[config.mk]
export PLATFORM = sky130hd
export DESIGN_NAME = gpu_cmd_host
export DESIGN_NICKNAME = d
export VERILOG_FILES = /design/src/rtl/gpu_cmd_host.sv
export SDC_FILE = /design/constraint.sdc
export NUM_CORES = 1
export LEC_CHECK = 0
export ABC_AREA = 1
export ABC_CLOCK_PERIOD_IN_PS = 3700
export CAP_MARGIN = 20
export CORE_MARGIN = 1.5
export CORE_UTILIZATION = 56
export CTS_CLUSTER_DIAMETER = 30
export DETAILED_ROUTE_END_ITERATION = 16
export GPL_TIMING_DRIVEN = 0
export PLACE_DENSITY_LB_ADDON = 0.3
export SYNTH_ARGS = -nofsm -noshare
export SYNTH_HDL_FRONTEND = slang
export SYNTH_SLANG_ARGS = --single-unit
[constraint.sdc]
create_clock -name clk -period 3.7 [get_ports clk]
set_clock_uncertainty 0.2 [all_clocks]
set_input_delay 0.74 -clock clk [delete_from_list [all_inputs] [get_ports clk]]
set_output_delay 0.74 -clock clk [all_outputs]
set_load 0.05 [all_outputs]
[src/rtl/gpu_cmd_host.sv]
// rtl/gpu_cmd_host.sv - host byte-stream packet parser driving graphics card operations
module gpu_cmd_host #(
    parameter int FIFO_DEPTH = 4,
    parameter int TIMEOUT    = 1048575
) (
    input  logic       clk,
    input  logic       reset,
    input  logic [7:0] in_byte,
    input  logic       in_valid,
    output logic       in_ready,
    output logic [7:0] out_byte,
    output logic       out_valid,
    input  logic       out_ready,
    output logic [8:0] X1,
    output logic [7:0] Y1,
    output logic [8:0] X2,
    output logic [7:0] Y2,
    output logic [8:0] op_x_width,
    output logic [7:0] op_y_height,
    output logic       fill_value,
    output logic       start_fill,
    output logic       start_blit,
    output logic       start_ram_read,
    output logic       start_ram_write,
    output logic [7:0] write_ram_byte,
    input  logic       busy,
    input  logic       error,
    input  logic       ram_byte_ready,
    input  logic [7:0] ram_byte,
    output logic       host_busy
);

    localparam int AW = $clog2(FIFO_DEPTH);
    localparam logic [19:0] TO_LAST = 20'(TIMEOUT - 1);
    localparam logic [7:0] OP_FILL  = 8'h01;
    localparam logic [7:0] OP_BLIT  = 8'h02;
    localparam logic [7:0] OP_READ  = 8'h03;
    localparam logic [7:0] OP_WRITE = 8'h04;

    typedef enum logic [2:0] {
        S_IDLE, S_ARGS, S_ISSUE, S_WAIT, S_WDATA, S_WWAIT, S_STATUS
    } state_t;

    state_t      state;
    logic [7:0]  opcode;
    logic [3:0]  argc;
    logic [3:0]  last_arg;
    logic [15:0] wr_left;
    logic        first_cyc;
    logic [19:0] wait_cnt;
    logic        to_flag, err_flag, ovf_flag, bad_flag;
    logic        stat_pending;
    logic [7:0]  stat_byte;
    logic [7:0]  stat_code;
    logic [7:0]  wr_byte_q;

    logic [7:0]  mem [FIFO_DEPTH];
    logic [AW-1:0] wp, rp;
    logic [AW:0]   count;
    logic        fifo_empty, fifo_full, pop, push_ok;

    assign fifo_empty = (count == '0);
    assign fifo_full  = (count == (AW+1)'(FIFO_DEPTH));
    assign pop        = !stat_pending && !fifo_empty && out_ready;
    assign push_ok    = ram_byte_ready && (!fifo_full || pop);

    // Once the status byte is presented it owns the output until accepted,
    // so late read-back bytes cannot disturb a byte the sink is looking at.
    assign out_valid = stat_pending || !fifo_empty;
    assign out_byte  = stat_pending ? stat_byte : (fifo_empty ? 8'h00 : mem[rp]);

    assign in_ready  = (state == S_IDLE) || (state == S_ARGS) || (state == S_WDATA);
    assign host_busy = (state != S_IDLE);

    // Data bytes are forwarded to the card in the cycle they are accepted.
    assign start_ram_write = (state == S_WDATA) && in_valid;
    assign write_ram_byte  = start_ram_write ? in_byte : wr_byte_q;

    always_comb begin
        last_arg = 4'd5;
        case (opcode)
            OP_FILL:  last_arg = 4'd6;
            OP_BLIT:  last_arg = 4'd8;
            OP_WRITE: last_arg = 4'd7;
            default:  last_arg = 4'd5;
        endcase
    end

    always_comb begin
        if (bad_flag)      stat_code = 8'hFF;
        else if (to_flag)  stat_code = 8'hEF;
        else if (err_flag) stat_code = 8'hEE;
        else if (ovf_flag) stat_code = 8'hEC;
        else               stat_code = 8'h00;
    end

    always_ff @(posedge clk) begin
        if (push_ok)
            mem[wp] <= ram_byte;
    end

    always_ff @(posedge clk) begin
        if (reset) begin
            wp    <= '0;
            rp    <= '0;
            count <= '0;
        end else begin
            if (push_ok) wp <= wp + 1'b1;
            if (pop)     rp <= rp + 1'b1;
            if (push_ok && !pop)      count <= count + 1'b1;
            else if (!push_ok && pop) count <= count - 1'b1;
        end
    end

    always_ff @(posedge clk) begin
        if (reset) begin
            state          <= S_IDLE;
            opcode         <= '0;
            argc           <= '0;
            wr_left        <= '0;
            first_cyc      <= 1'b0;
            wait_cnt       <= '0;
            to_flag        <= 1'b0;
            err_flag       <= 1'b0;
            ovf_flag       <= 1'b0;
            bad_flag       <= 1'b0;
            stat_pending   <= 1'b0;
            stat_byte      <= '0;
            wr_byte_q      <= '0;
            X1             <= '0;
            Y1             <= '0;
            X2             <= '0;
            Y2             <= '0;
            op_x_width     <= '0;
            op_y_height    <= '0;
            fill_value     <= 1'b0;
            start_fill     <= 1'b0;
            start_blit     <= 1'b0;
            start_ram_read <= 1'b0;
        end else begin
            start_fill     <= 1'b0;
            start_blit     <= 1'b0;
            start_ram_read <= 1'b0;
            if (ram_byte_ready && fifo_full && !pop)
                ovf_flag <= 1'b1;
            if (error && (state == S_ISSUE || state == S_WAIT ||
                          state == S_WDATA || state == S_WWAIT))
                err_flag <= 1'b1;

            case (state)
                S_IDLE: begin
                    if (in_valid) begin
                        opcode <= in_byte;
                        argc   <= '0;
                        if (in_byte >= OP_FILL && in_byte <= OP_WRITE) begin
                            state <= S_ARGS;
                        end else begin
                            bad_flag <= 1'b1;
                            state    <= S_STATUS;
                        end
                    end
                end
                S_ARGS: begin
                    if (in_valid) begin
                        argc <= argc + 4'd1;
                        case (argc)
                            4'd0: X1[7:0] <= in_byte;
                            4'd1: X1[8]   <= in_byte[0];
                            4'd2: Y1      <= in_byte;
                            4'd3: if (opcode == OP_BLIT) X2[7:0] <= in_byte;
                                  else op_x_width[7:0] <= in_byte;
                            4'd4: if (opcode == OP_BLIT) X2[8] <= in_byte[0];
                                  else op_x_width[8] <= in_byte[0];
                            4'd5: if (opcode == OP_BLIT) Y2 <= in_byte;
                                  else op_y_height <= in_byte;
                            4'd6: if (opcode == OP_BLIT) op_x_width[7:0] <= in_byte;
                                  else if (opcode == OP_FILL) fill_value <= in_byte[0];
                                  else wr_left[7:0] <= in_byte;
                            4'd7: if (opcode == OP_BLIT) op_x_width[8] <= in_byte[0];
                                  else wr_left[15:8] <= in_byte;
                            default: op_y_height <= in_byte;
                        endcase
                        if (argc == last_arg) begin
                            // WRITE has no op-level start; each data byte is its own card op.
                            state          <= S_ISSUE;
                            start_fill     <= (opcode == OP_FILL);
                            start_blit     <= (opcode == OP_BLIT);
                            start_ram_read <= (opcode == OP_READ);
                        end
                    end
                end
                S_ISSUE: begin
                    state     <= S_WAIT;
                    first_cyc <= 1'b1;
                    wait_cnt  <= '0;
                end
                S_WAIT, S_WWAIT: begin
                    first_cyc <= 1'b0;
                    if (!first_cyc && !busy) begin
                        if (state == S_WAIT) begin
                            if (opcode == OP_WRITE && wr_left != 16'd0) state <= S_WDATA;
                            else                                        state <= S_STATUS;
                        end else begin
                            wr_left <= wr_left - 16'd1;
                            state   <= (wr_left == 16'd1) ? S_STATUS : S_WDATA;
                        end
                    end else if (wait_cnt == TO_LAST) begin
                        to_flag <= 1'b1;
                        state   <= S_STATUS;
                    end else begin
                        wait_cnt <= wait_cnt + 20'd1;
                    end
                end
                S_WDATA: begin
                    if (in_valid) begin
                        wr_byte_q <= in_byte;
                        state     <= S_WWAIT;
                        first_cyc <= 1'b1;
                        wait_cnt  <= '0;
                    end
                end
                S_STATUS: begin
                    if (!stat_pending) begin
                        if (fifo_empty) begin
                            stat_pending <= 1'b1;
                            stat_byte    <= stat_code;
                        end
                    end else if (out_ready) begin
                        stat_pending <= 1'b0;
                        to_flag      <= 1'b0;
                        err_flag     <= 1'b0;
                        ovf_flag     <= 1'b0;
                        bad_flag     <= 1'b0;
                        state        <= S_IDLE;
                    end
                end
                default: state <= S_IDLE;
            endcase
        end
    end

endmodule

==> key figures <==
Drt
  • Drt first pass iters: 6
  • Antenna-violating nets left: 0
  • DRT iter0 DRCs: 842
  • Drc violations: 0
  • Vias per cell: 5.57
  • Routed wire length per instance: 15.6 um
  • Via count: 7425
  • Post-Route WL: 20.8 mm

Synthesis
  • Post-synth EDFFs: 32
  • Synth top cells by count: nand2_1 (166), dfxtp_1 (133), a21oi_1 (129), inv_1 (122)
  • Mean Syn Cell Area: 7.61 um^2
  • Syn_nets: 1066
  • Post-Syn Area: 7820 um^2
  • Syn Inst Count: 1027
  • Ys Warns: 0
  • Yosys cell types: 48
  • Synth Flop Type: dfxtp_1
  • Most common cell in the netlist: nand2_1
  • Post-synth top area share: 34.1%
  • Synth area leaders: dfxtp_1 (34%), edfxtp_1 (12%), a21oi_1 (8.3%)
  • Post-synthesis sequential area ratio: 46.4%
  • Yosys reg bits: 165
  • Ys async rst share: 0%
  • Synth area leader: dfxtp_1

Placement
  • Inst Count DP: 1299
  • Dpl hpwl: 14.4 mm
  • Gpl congestion: 0.922
  • I/O Buffers: 96

Critical path
  • Worst Path Required: 2.76 ns
  • CP max FO: 10
  • Arr. time, crit path: 2.65 ns
  • CP Cell Sequence: inv_1 -> clkbuf_1 -> nor2_1 -> o22ai_1 -> nand2_1 -> nand2_1 -> clkdlybuf4s50_1
  • CP max-delay cell: clkdlybuf4s50_1
  • Most frequent CP cell: nand2_1
  • CP Class: reg2out
  • Slowest stage delay, CP: 0.79 ns
  • Kind of start point of the critical path: flop
  • Endpoint type of the worst setup path: output pin
  • Worst R2R Path Depth: 15
  • FF-to-FF setup slack: 0.72 ns
  • Reg2reg start: count[0]
  • Reg-to-Reg End: count[2]

CTS
  • Clock sinks: 165
  • Clock slew at reported path FFs: 0.07 ns
  • Clock Path Buffers: 2
  • CTS tree: done
  • Post-CTS Setup Bufs: 0
  • Worst-skew pair later-pin latency: 0.43 ns
  • # resized after CTS: 15
  • Hold_buf cts: 0
  • H-tree depth: 4
  • Total CTS buffers: 17
  • Clk Tree Root Cell: clkbuf_16

Pwr
  • Logic pwr share: 40.8%
  • Pwr per Cell Area: 689 nW/um^2
  • Clock power frac: 25.8%
  • PnR Total Power: 0.00658 W
  • P_sw: 0.00277 W
  • Internal: 0.00381 W
  • Reg power frac: 33.5%
  • Worst IR Drop VDD: 0.403 mV
  • Switch share: 42.1%
  • Leak: 3.76 nW

Worst hold path
  • Hold path endpoint: op_y_height[7]
  • Hold depth: 2
  • Hold path start: op_y_height[7]
  • Worst Hold Class: reg2reg

Global route
  • Global Route Usage Sum: 28.9%
  • Vias in the first global route: 6902
  • Initial antenna violation count: 1
  • Largest net degree at the start of global routing: 17
  • First-pass GRT wire length: 33.3 mm
  • GRT Residual Overflow: 0

Die
  • DIE HEIGHT: 121 um
  • Starting Density: 58.1%
  • Rows: 42
  • I/O pin count: 98
  • Core Footprint: 13500 um^2
  • Total die area: 14700 um^2
  • Die X: 121 um

Layout
  • Reg area: 3620 um^2
  • Area taken by multi-input logic gates: 3530 um^2
  • Area Overhead vs Synth: 22.3%
  • Nets: 1181
  • Fill count: 1095
  • Finished Layout Cells: 1332
  • Layout cell share with drive strength beyond 1: 7.88%

Timing
  • Setup-failing EPs final: 0
  • Relative slew slack: 47.5%
  • Tightest Pin Transition: 0.785 ns
  • Tmin final: 3.59 ns
  • Max Fclk: 0.279 GHz
  • Final hold slack: 0.248 ns
  • Final Hold Viols: 0
  • Tcrit/Tclk final: 97.0%
  • Final Max Slew Viols: 0
  • Unrepaired setup endpoints after global routing: false

Run
  • Max Cap Viol: 0

Status
  • Status: finished, final reports clean
[logic make-up (layout without fill, tap and decap cells)]
kind of cell,after synthesis,count (layout),share of synthesized area [%]
buf+inv,167,295,8.56
other cells,0,1,0
simple gates,385,385,21.5
compound gates,284,284,19.8
xor+xnor,10,10,1.12
fa+ha+maj,16,16,2.66
flops,165,165,46.4
[layout make-up]
type                            instances  area share, %
Sequential cell                       165           37.9
Multi-Input combinational cell        695           37.0
Timing Repair Buffer                   96           9.82
Inverter                              131           5.17
Clock buffer                           21           5.04
Tap cell                              176           2.30
Buffer                                 36           1.83
Clock inverter                         11          0.916
Antenna cell                            1         0.0262
[state kept, by name, summed over array words and instances (netlist names), 2 cells and up, named ones only]
| name | cells |
|---|---|
| wait_cnt | 20 |
| wr_left | 16 |
| argc | 4 |
| count | 3 |
| stat_byte | 4 |
| X1 | 9 |
| X2 | 9 |
| mem | 32 |
| rp | 2 |
| wr_byte_q | 8 |
| wp | 2 |
| state | 3 |
| Y2 | 8 |
| Y1 | 8 |
| op_y_height | 8 |
| op_x_width | 9 |
| opcode | 8 |
[critical path: cells and delay by family, from the launching register on]
kind | cells | cell delay [ns]
compound gates | 1 | 0.19
buf+inv | 3 | 1.38
flops | 1 | 0.40
simple gates | 3 | 0.24
[power by group through the flow]
stage / Combinational [W] / Clock, W / Sequential, W
after floorplan: 0.00191 / 0 / 0.00225
after global placement: 0.00263 / 0 / 0.00223
after detailed placement: 0.00266 / 0 / 0.00223
after CTS: 0.00267 / 0.00169 / 0.00220
after global routing: 0.00294 / 0.00177 / 0.00223
final: 0.00268 / 0.00170 / 0.00220
[cell usage in the layout (no fill, tap or decap), types with 6 or more instances in the layout]
master             n
nand3_1           43
clkdlybuf4s50_1   83
nand4_1           18
dfxtp_1          133
o22ai_1            8
clkbuf_1          23
o21ai_1           10
clkbuf_16         18
clkbuf_2           7
a21oi_1          129
nor2_1           105
or2_2             10
nor3_1            20
nand2_1          166
edfxtp_1          32
o21a_1             6
buf_2              8
xor2_1             7
inv_2              6
ha_1              15
o21ai_0          107
a211oi_1           8
inv_1            122
[worst max-delay path by stage]
| stage | startpoint | end | slack, ns | cells past startpoint |
|---|---|---|---|---|
| 2_1_floorplan | in_valid | write_ram_byte[0] | 0.62 | 5 |
| 3_3_place_gp | in_valid | write_ram_byte[0] | -0.44 | 8 |
| 3_5_place_dp | in_valid | write_ram_byte[0] | -0.43 | 8 |
| 4_1_cts | in_valid | write_ram_byte[7] | 0.01 | 7 |
| 5_1_grt | in_valid | write_ram_byte[0] | 0.004 | 7 |
| 6_report | flop | out_byte[3] | 0.11 | 7 |
[routing by layer]
| metal | share of wire (%) | wire length [um] | GRT usage [%] |
|---|---|---|---|
| met5 | 0 | 0 | 0 |
| met4 | 1.9 | 404 | 11.1 |
| met3 | 7.9 | 1640 | 6.95 |
| met2 | 47 | 9730 | 47.9 |
| met1 | 43 | 9020 | 36.6 |
[stage by stage]
| stage | util [%] | area, um^2 | TNS (ns) | setup WS (ns) |
|---|---|---|---|---|
| floorplan | - | 7820 | 0 | 0.625 |
| global placement | 66.9 | 9000 | -3.63 | -0.437 |
| detailed placement | 66.9 | 9000 | -3.51 | -0.427 |
| CTS | 71.1 | 9560 | 0 | 0.0120 |
| global route | 71.0 | 9560 | 0 | 0.00375 |
| finish | 71.0 | 9560 | 0 | 0.110 |
No activity file was read; power rests on OpenSTA's default activity.
